===== src/rtl/bus_arb_pkg.sv =====
// ---------------------------------------------------------------------------
// bus_arb_pkg
// Shared types and sizing helpers for the 8088 HOLD/HLDA bus arbiter.
//   state_t     : arbiter FSM states
//   DEF_*       : default parameter values used by the top level
//   idx_width() : width of a requester index for a given requester count
//   cnt_width() : width of a counter that must hold values 0..max_val
// ---------------------------------------------------------------------------
package bus_arb_pkg;

  typedef enum logic [2:0] {
    S_IDLE      = 3'd0,
    S_WAIT_HLDA = 3'd1,
    S_GRANT     = 3'd2,
    S_HANDOFF   = 3'd3,
    S_RELEASE   = 3'd4,
    S_GAP       = 3'd5
  } state_t;

  localparam int DEF_NREQ       = 4;
  localparam int DEF_MAX_TENURE = 16;
  localparam int DEF_MAX_CHAIN  = 2;
  localparam int DEF_MIN_GAP    = 4;

  // Index width; never narrower than one bit.
  function automatic int idx_width(input int n);
    return (n > 1) ? $clog2(n) : 1;
  endfunction

  // Counter width able to hold max_val; never narrower than one bit.
  function automatic int cnt_width(input int max_val);
    return (max_val > 0) ? $clog2(max_val + 1) : 1;
  endfunction

endpackage


===== src/rtl/bus_hold_arbiter_rr_pick.sv =====
// ---------------------------------------------------------------------------
// rr_pick
// Combinational round-robin picker. Searches i_req starting at i_ptr and
// wrapping modulo NREQ; the first set bit found wins.
//   i_req    : request vector
//   i_ptr    : search start index
//   o_valid  : at least one request present
//   o_idx    : winning index (0 when no request)
//   o_onehot : one-hot form of the winner (all zero when no request)
// ---------------------------------------------------------------------------
module rr_pick
  import bus_arb_pkg::*;
#(
  parameter  int NREQ = DEF_NREQ,
  localparam int IW   = idx_width(NREQ)
) (
  input  logic [NREQ-1:0] i_req,
  input  logic [IW-1:0]   i_ptr,
  output logic            o_valid,
  output logic [IW-1:0]   o_idx,
  output logic [NREQ-1:0] o_onehot
);

  logic [IW:0] w_cand;

  // Scan from the farthest position back toward the pointer so the last
  // hit written is the closest one after the pointer.
  always_comb begin
    o_idx  = '0;
    w_cand = '0;
    for (int k = NREQ - 1; k >= 0; k--) begin
      w_cand = {1'b0, i_ptr} + (IW + 1)'(k);
      w_cand = (w_cand >= (IW + 1)'(NREQ)) ? (w_cand - (IW + 1)'(NREQ)) : w_cand;
      o_idx  = i_req[w_cand[IW-1:0]] ? w_cand[IW-1:0] : o_idx;
    end
    o_valid  = |i_req;
    o_onehot = o_valid ? (NREQ'(1) << o_idx) : '0;
  end

endmodule


===== src/rtl/bus_hold_arbiter.sv =====
// ---------------------------------------------------------------------------
// bus_hold_arbiter
// Shares the 8088 local bus between the CPU and NREQ bus masters. Raises
// HOLD toward the CPU, waits for HLDA, then grants the bus round-robin with
// bounded tenure and a bounded number of back-to-back grants per episode.
// After HOLD is released the CPU keeps the bus for at least MIN_GAP cycles.
//   CLK   : clock, rising edge
//   RESET : synchronous active-high reset
//   REQ   : per-requester level request
//   HLDA  : hold acknowledge from the CPU
//   HOLD  : hold request to the CPU
//   GNT   : one-hot grant (or zero)
//   BUSEN : high whenever any GNT bit is high
//   OWNER : index of current / last grantee
//   ERR   : one-cycle pulse when HLDA drops while the bus is lent out
// ---------------------------------------------------------------------------
module bus_hold_arbiter
  import bus_arb_pkg::*;
#(
  parameter  int NREQ       = DEF_NREQ,
  parameter  int MAX_TENURE = DEF_MAX_TENURE,
  parameter  int MAX_CHAIN  = DEF_MAX_CHAIN,
  parameter  int MIN_GAP    = DEF_MIN_GAP,
  localparam int IW         = idx_width(NREQ)
) (
  input  logic            CLK,
  input  logic            RESET,
  input  logic [NREQ-1:0] REQ,
  input  logic            HLDA,
  output logic            HOLD,
  output logic [NREQ-1:0] GNT,
  output logic            BUSEN,
  output logic [IW-1:0]   OWNER,
  output logic            ERR
);

  localparam int TW = cnt_width(MAX_TENURE);
  localparam int CW = cnt_width(MAX_CHAIN);
  localparam int GW = cnt_width(MIN_GAP);

  state_t          r_state;
  logic [IW-1:0]   r_ptr;
  logic [IW-1:0]   r_owner;
  logic [NREQ-1:0] r_gnt;
  logic            r_hold;
  logic            r_busen;
  logic            r_err;
  logic [TW-1:0]   r_ten;
  logic [CW-1:0]   r_chain;
  logic [GW-1:0]   r_gap;

  logic            w_pick_valid;
  logic [IW-1:0]   w_pick_idx;
  logic [NREQ-1:0] w_pick_onehot;
  logic [IW-1:0]   w_next_ptr;
  logic            w_grant_end;
  logic            w_chain_more;

  rr_pick #(.NREQ(NREQ)) u_pick (
    .i_req    (REQ),
    .i_ptr    (r_ptr),
    .o_valid  (w_pick_valid),
    .o_idx    (w_pick_idx),
    .o_onehot (w_pick_onehot)
  );

  // Pointer position just past the current owner, wrapping at NREQ.
  assign w_next_ptr   = (r_owner == IW'(NREQ - 1)) ? '0 : (r_owner + IW'(1));
  // Owner finished or used up its tenure; both collapse into one grant end.
  assign w_grant_end  = !REQ[r_owner] || (r_ten == TW'(MAX_TENURE));
  // An expired owner still requesting counts as pending here.
  assign w_chain_more = (|REQ) && (r_chain < CW'(MAX_CHAIN));

  // Arbiter FSM and all registered outputs.
  always_ff @(posedge CLK) begin
    if (RESET) begin
      r_state <= S_IDLE;
      r_ptr   <= '0;
      r_owner <= '0;
      r_gnt   <= '0;
      r_hold  <= 1'b0;
      r_busen <= 1'b0;
      r_err   <= 1'b0;
      r_ten   <= '0;
      r_chain <= '0;
      r_gap   <= '0;
    end else begin
      r_err <= 1'b0;
      case (r_state)
        S_IDLE: begin
          if (|REQ) begin
            r_state <= S_WAIT_HLDA;
            r_hold  <= 1'b1;
          end
        end
        S_WAIT_HLDA: begin
          if (!(|REQ)) begin
            r_state <= S_RELEASE;
            r_hold  <= 1'b0;
          end else if (HLDA) begin
            r_state <= S_GRANT;
            r_gnt   <= w_pick_onehot;
            r_busen <= 1'b1;
            r_owner <= w_pick_idx;
            r_chain <= CW'(1);
            r_ten   <= TW'(1);
          end
        end
        S_GRANT: begin
          if (!HLDA) begin
            // CPU took the bus back while a master owned it.
            r_err   <= 1'b1;
            r_gnt   <= '0;
            r_busen <= 1'b0;
            r_hold  <= 1'b0;
            r_ptr   <= w_next_ptr;
            r_state <= S_RELEASE;
          end else if (w_grant_end) begin
            r_gnt   <= '0;
            r_busen <= 1'b0;
            r_ptr   <= w_next_ptr;
            if (w_chain_more) begin
              r_state <= S_HANDOFF;
            end else begin
              r_state <= S_RELEASE;
              r_hold  <= 1'b0;
            end
          end else begin
            r_ten <= r_ten + TW'(1);
          end
        end
        S_HANDOFF: begin
          if (!HLDA) begin
            r_err   <= 1'b1;
            r_hold  <= 1'b0;
            r_ptr   <= w_next_ptr;
            r_state <= S_RELEASE;
          end else if (w_pick_valid) begin
            r_state <= S_GRANT;
            r_gnt   <= w_pick_onehot;
            r_busen <= 1'b1;
            r_owner <= w_pick_idx;
            r_chain <= r_chain + CW'(1);
            r_ten   <= TW'(1);
          end else begin
            r_state <= S_RELEASE;
            r_hold  <= 1'b0;
          end
        end
        S_RELEASE: begin
          if (!HLDA) begin
            if (MIN_GAP == 0) begin
              r_state <= S_IDLE;
            end else begin
              r_state <= S_GAP;
              r_gap   <= GW'(1);
            end
          end
        end
        S_GAP: begin
          // REQ is deliberately not looked at until the gap has elapsed.
          if (r_gap == GW'(MIN_GAP)) begin
            r_state <= S_IDLE;
          end else begin
            r_gap <= r_gap + GW'(1);
          end
        end
        default: begin
          r_state <= S_IDLE;
          r_gnt   <= '0;
          r_busen <= 1'b0;
          r_hold  <= 1'b0;
        end
      endcase
    end
  end

  assign HOLD  = r_hold;
  assign GNT   = r_gnt;
  assign BUSEN = r_busen;
  assign OWNER = r_owner;
  assign ERR   = r_err;

endmodule


===== config.mk =====
export PLATFORM = sky130hd
export DESIGN_NAME = bus_hold_arbiter
export DESIGN_NICKNAME = d
export VERILOG_FILES = /design/src/rtl/bus_arb_pkg.sv /design/src/rtl/bus_hold_arbiter_rr_pick.sv /design/src/rtl/bus_hold_arbiter.sv
export SDC_FILE = /design/constraint.sdc
export NUM_CORES = 1
export LEC_CHECK = 0
export CORE_ASPECT_RATIO = 0.75
export CORE_UTILIZATION = 51
export CTS_BUF_LIST = sky130_fd_sc_hd__clkbuf_4 sky130_fd_sc_hd__clkbuf_8
export DETAILED_ROUTE_END_ITERATION = 10
export GPL_TIMING_DRIVEN = 0
export PLACE_DENSITY = 0.74
export SETUP_SLACK_MARGIN = 0.2
export SLEW_MARGIN = 20
export SYNTH_ARGS = -nofsm -noshare
export SYNTH_HDL_FRONTEND = slang
export SYNTH_SLANG_ARGS = --single-unit

===== constraint.sdc =====
create_clock -name CLK -period 2.1 [get_ports CLK]
set_clock_uncertainty 0.15 [all_clocks]
set_input_delay 0.21 -clock CLK [delete_from_list [all_inputs] [get_ports CLK]]
set_output_delay 0.21 -clock CLK [all_outputs]
set_load 0.1 [all_outputs]

# == After elaboration in Yosys (flattened, before gate mapping) ==
# Cells that the tools add are included.
# totals
regBits,24
inputBits,7
# op_classes
add_sub_neg,11
order_cmp,10
eq_ne,22
shift,1
mux,75
bitwise,3
reduce_logical,20
# op_table
operator,n
$mux 2,20
$mux 3,12
$mux 5,6
$mux 4,6
$pmux 3 s6,1
$mux 1,17
$ne 2x2->1 const B,8
$pmux 4 s4,1
$lt 2x3->1 const B,5
$pmux 5 s3,1
$pmux 2 s2,3
$bmux 1 s2,5
$reduce_and 5->1,2
$eq 3x3->1 const B,3
$ge 3x3->1 const B,3
$ne 3x3->1 const B,3
$sub 2x1->2 const B,4
$reduce_and 7->1,1
$add 2x2->3 const B,2
$eq 3x2->1 const B,2
$ne 2x1->1 const B,3
$pmux 3 s2,1
$reduce_and 3->1,2
$reduce_and 6->1,1
23 further kinds,30

# == Logic depth before layout (Yosys ltp) ==
# Gate-level depths: netlist of the first run.
# logic_depth
depth_word,13
mapped_depth,8
depth_no_buf,7

# == By module ==
# From an unflattened synthesis of the first run, not the netlist that was laid out.
# hier_totals
cells_unflattened,188
area_unflattened_um2,1511.4
# by_module_without_submodules
module,n_inst,cells_per_inst,area_each_um2,seq_area_each_um2
bus_hold_arbiter,1,159,1313.8,480.5
rr_pick,1,29,197.7,0.0

# == Worst setup path before layout of the first run ==
# Ideal clock, no wire load.
# synth_path
kind,register to register
from,reg r_owner[1] (netlist: OWNER[1])
to,reg r_hold (netlist: HOLD)
setup_ps,121
arrival_time_ps,2586
slack_ps,-756
path_stages_with_launch,6
synth_period_minus_slack_ps,2856
cell_sequence,dfxtp_1 mux4_2 and4_4 buf_6 a2111oi_1 mux2_2
# synth_between
elab_chain_cells,6
# synth_rtl
element,line,source
start: declaration,bus_hold_arbiter.sv:43,logic [IW-1:0] r_owner;
start signal: assignment,bus_hold_arbiter.sv:104,r_owner <= w_pick_idx;
start signal: assignment,bus_hold_arbiter.sv:142,r_owner <= w_pick_idx;
$bmux 1 s2,bus_hold_arbiter.sv:70,assign w_grant_end = !REQ[r_owner] || (r_ten == TW'(MAX_TENURE));
$mux 1 (implied by the code),bus_hold_arbiter.sv:70,
$logic_not 1->1,bus_hold_arbiter.sv:70,
$logic_or 1x1->1,bus_hold_arbiter.sv:70,
$ne 3x3->1 (no source line),n/a,
$reduce_and 4->1 (no source line),n/a,
end signal: assignment,bus_hold_arbiter.sv:81,r_hold <= 1'b0;
end signal: assignment,bus_hold_arbiter.sv:93,r_hold <= 1'b1;
end signal: assignment,bus_hold_arbiter.sv:99,r_hold <= 1'b0;
end: declaration,bus_hold_arbiter.sv:45,logic r_hold;
# No other way between the ends. The select of a mux whose other input is x is not followed.
# A chain may end at the register's enable or synchronous reset.

# == Final worst setup path of the first run ==
# layout_path
from,reg r_owner[1] (netlist: OWNER[1])
to,reg r_state[2]
# layout_between
elab_chain_cells,6
# layout_rtl
element,line,source
$bmux 1 s2,bus_hold_arbiter.sv:70,
$mux 1 (implied by the code),bus_hold_arbiter.sv:70,
$logic_not 1->1,bus_hold_arbiter.sv:70,
$logic_or 1x1->1,bus_hold_arbiter.sv:70,
$ne 3x3->1 (no source line),n/a,
$reduce_and 5->1 (no source line),n/a,
end signal: assignment,bus_hold_arbiter.sv:77,r_state <= S_IDLE;
end signal: assignment,bus_hold_arbiter.sv:92,r_state <= S_WAIT_HLDA;
end signal: assignment,bus_hold_arbiter.sv:98,r_state <= S_RELEASE;
end: declaration,bus_hold_arbiter.sv:41,state_t r_state;
# No other way between the ends. The select of a mux whose other input is x is not followed.

==> results of run 1 <==
-- kinds of logic (layout without fill, tap and decap cells) --
kind of cell,after synthesis,count (layout)
AO/OA/AOI/OAI,38,38
XOR/XNOR,4,4
adder cells (fa/ha/maj),5,5
buffers and inverters,18,42
flip-flops,24,24
multiplexers,7,7
AND/OR/NAND/NOR,60,60
-- timing repair --
action	in CTS	in global routing
gates resized for setup	33	22
endpoints found under the setup margin	29	25
pin swaps	7	2
buffers inserted	4	2
hold endpoints to repair	0	0
-- cell usage in the layout (no fill, tap or decap), types with 4 or more instances in the layout --
cell type	n
sky130_fd_sc_hd__a21oi_1	11
sky130_fd_sc_hd__buf_4	4
sky130_fd_sc_hd__clkbuf_2	8
sky130_fd_sc_hd__dfxtp_1	19
sky130_fd_sc_hd__dlygate4sd2_1	4
sky130_fd_sc_hd__ha_1	4
sky130_fd_sc_hd__inv_1	11
sky130_fd_sc_hd__mux2i_1	4
sky130_fd_sc_hd__nand2_1	6
sky130_fd_sc_hd__nand3b_1	5
sky130_fd_sc_hd__nor2_1	16
sky130_fd_sc_hd__nor3_1	5
sky130_fd_sc_hd__o21ai_0	9
sky130_fd_sc_hd__xor2_1	4
-- final cells by class --
| cell class | count | area [µm²] | share of cell area, % |
|---|---|---|---|
| Buffer | 7 | 41.3 | 2.43 |
| Clock buffer | 3 | 22.5 | 1.32 |
| Clock inverter | 1 | 30.0 | 1.76 |
| Inverter | 11 | 41.3 | 2.43 |
| Multi-Input combinational cell | 114 | 861 | 50.6 |
| Sequential cell | 24 | 494 | 29.0 |
| Tap cell | 34 | 42.5 | 2.50 |
| Timing Repair Buffer | 20 | 169 | 9.93 |
-- worst max-delay path, stage by stage, from the launching register on --
cell	delay, ns
sky130_fd_sc_hd__dfxtp_4	0.38
sky130_fd_sc_hd__mux4_2	0.52
sky130_fd_sc_hd__and4_4	0.19
sky130_fd_sc_hd__buf_8	0.12
sky130_fd_sc_hd__a211o_1	0.25
sky130_fd_sc_hd__or3_1	0.33
sky130_fd_sc_hd__a21oi_2	0.12
-- metrics by stage --
| stage | worst slack (ns) | setup TNS [ns] | total power, mW |
|---|---|---|---|
| 3_3_place_gp | -0.904 | -8.05 | 1.35 |
| 2_1_floorplan | -0.180 | -0.352 | 1.21 |
| 6_report | -0.0204 | -0.0204 | 1.80 |
| 3_5_place_dp | -0.955 | -9.11 | 1.37 |
| 4_1_cts | -0.0101 | -0.0101 | 1.78 |
| 5_1_grt | -0.0594 | -0.0633 | 1.90 |
-- sequential cells by signal (all words and copies together) (netlist names) --
name     cells
r_ptr        2
GNT          4
r_chain      2
ERR          1
OWNER        2
r_gap        3
r_ten        5
r_state      3
HOLD         1
BUSEN        1
-- where the power goes --
part / internal (mW) / switching [mW] / total [mW]
registers: 0.525 / 0.0795 / 0.605
logic: 0.332 / 0.525 / 0.858
clock network: 0.193 / 0.143 / 0.336
-- path summary, 6_finish.rpt --
path | startpoint | end | slack (ns)
worst max register to register | OWNER[1]$_SDFFE_PP0P_ | r_state[2]$_SDFFE_PP0P_ | -0.02
worst max-delay path | OWNER[1]$_SDFFE_PP0P_ | r_state[2]$_SDFFE_PP0P_ | -0.02
worst min register to register | r_ten[0]$_SDFFE_PP0P_ | r_ten[0]$_SDFFE_PP0P_ | 0.33
worst min-delay path | HLDA | ERR$_SDFF_PP0_ | 0.23
-- layer usage --
| layer | GRT usage, % | part of all wire, % |
|---|---|---|
| met2 | 38.7 | 47 |
| met3 | 5.90 | 5.0 |
| met5 | 0 | 0 |
| met1 | 33.6 | 46 |
| met4 | 7.27 | 1.0 |
==> impl_metrics.toml, run 1 <==
[synthesis]
netlist.area_leader.share_pct = 35.9
yosysSeqAreaShare_pct = 35.9
async_reset_ff_share_pct = 0
synth-main-ff-cell = "sky130_fd_sc_hd__dfxtp_1"
netlist-cell-type-count = 47
yosysWarningCount = 0
post-synth-top-count-cell = "sky130_fd_sc_hd__dfxtp_1"
synth_top_family_by_area = "simple AND/OR/NAND/NOR gates"
synth.area.top_cells = "sky130_fd_sc_hd__dfxtp_1, sky130_fd_sc_hd__ha_1, sky130_fd_sc_hd__nor2_1, sky130_fd_sc_hd__a21oi_1, sky130_fd_sc_hd__o21ai_0"
register_bit_total_from_synthesis = 24
area_fraction_in_compound_gates_after_synthesis_pct = 19.5
syn-mean-instance-area_um2 = 8.57
proportion_of_synthesized_area_in_mux_cells_pct = 6.36
synth_top_area_cell = "sky130_fd_sc_hd__dfxtp_1"
post_synth_simple_gate_area_pct = 25.4
syn-num-nets = 168
postSynthCellCount = 156
number_of_synthesized_flops_with_an_enable_pin = 0
syn-cell-area_um2 = 1340
synthXorXnorAreaFrac_pct = 2.62
synth_common_cells = "sky130_fd_sc_hd__dfxtp_1, sky130_fd_sc_hd__nor2_1, sky130_fd_sc_hd__a21oi_1, sky130_fd_sc_hd__inv_1, sky130_fd_sc_hd__o21ai_0"
post_synthesis_share_of_cell_area_spent_on_full_adders_half_adders_and_majority_gates_pct = 4.68

[min_path]
whs_path_depth = 2
min-delay-path-class = "in2reg"

[route]
drtIter0Drc = 88
drt_pass_1_iters = 4
routed_wl_um = 3230
dr_total_vias = 1240
routed_via_density = 5.79
detail_route.drc_violations = 0
detail-route-antenna-nets = 0
routedWlPerCell_um = 15.1

[grt]
grt_start_max_net_pins = 15
grt_pass1_vias = 1061
grt_remaining_overflow = 0
grt_first_pass_wirelength_um = 4950
gr-usage-all-layers_pct = 24.7
antenna_found_initial = 0

[die]
die-width_um = 61.1
io_pins = 16
fp.dieH_um = 46.4
placement_rows = 15
floorplan.die_area_um2 = 2830
core-area_um2 = 2380
starting_density_pct = 56.1

[status]
violations_in_the_final_reports = "negative setup slack"
status = "complete, but fails checks"

[cells_and_area]
post_layout_nonfiller_instances = 214
post_route_cell_area_um2 = 1700
area.growth.synth_to_final_pct = 27.2
drive_above_1_share_pct = 25.0
num_antenna_cells = 0
utilization_pct = 71.4
finalNetCount = 193
fillerInstances = 188

[critical_path]
arrival_time_reported_for_the_critical_path_endpoint_ns = 2.23
critical_path_class = "reg2reg"
cp_data_required_time_ns = 2.21
maximum_net_fanout_on_the_critical_path = 4
end_kind = "flop"
rr_worst_depth = 6
startpoint_types = "flop"

[clock_tree]
clock_latency_ns = 0.32
cts.root.buffer_cell = "sky130_fd_sc_hd__clkbuf_4"
cts-root-to-sink-buffers = 2
cts-buffers-inserted = 3
cts-hold-fix-buffers = 0
tritoncts_clock_tree = "done"
clock_sinks = 24
cts_max_level = 1
cts.clk_slew.worst_paths_ns = 0.13

[timing]
timing_hold_violations_final = 0
finalWorstSetupSlack_ns = -0.0204
rsz0062_at_grt = "yes"
finalMaxSlewViolations = 0
tightest_slew_ns = 0.942
setup-violations-final = 1
slew_headroom_pct = 37.5
period_needed_ns = 2.12
clock.fmax_mhz = 472
finalCritPeriodShare_pct = 101
hold-worst-slack_ns = 0.231

[pwr]
ir_drop_worst_vdd_mv = 0.636
powerDensity_nw_per_um2 = 1060
leakagePower_nw = 0.644

[run]
timing.max_cap.violations = 0

[place]
placed_area_um2 = 1550
dp_hpwl_um = 2190
port_buffers = 14
globalplace.congestion = 0.815
post-place-cells = 204
(Power assumes the default switching activity.)
==> inputs of run 2 (changes only) <==
Settings changed: CAP_MARGIN set to 20, SLEW_MARGIN 20 to unset.
==> results of run 2 <==
Final layout, timing and power as in run 1 (identical DEF).
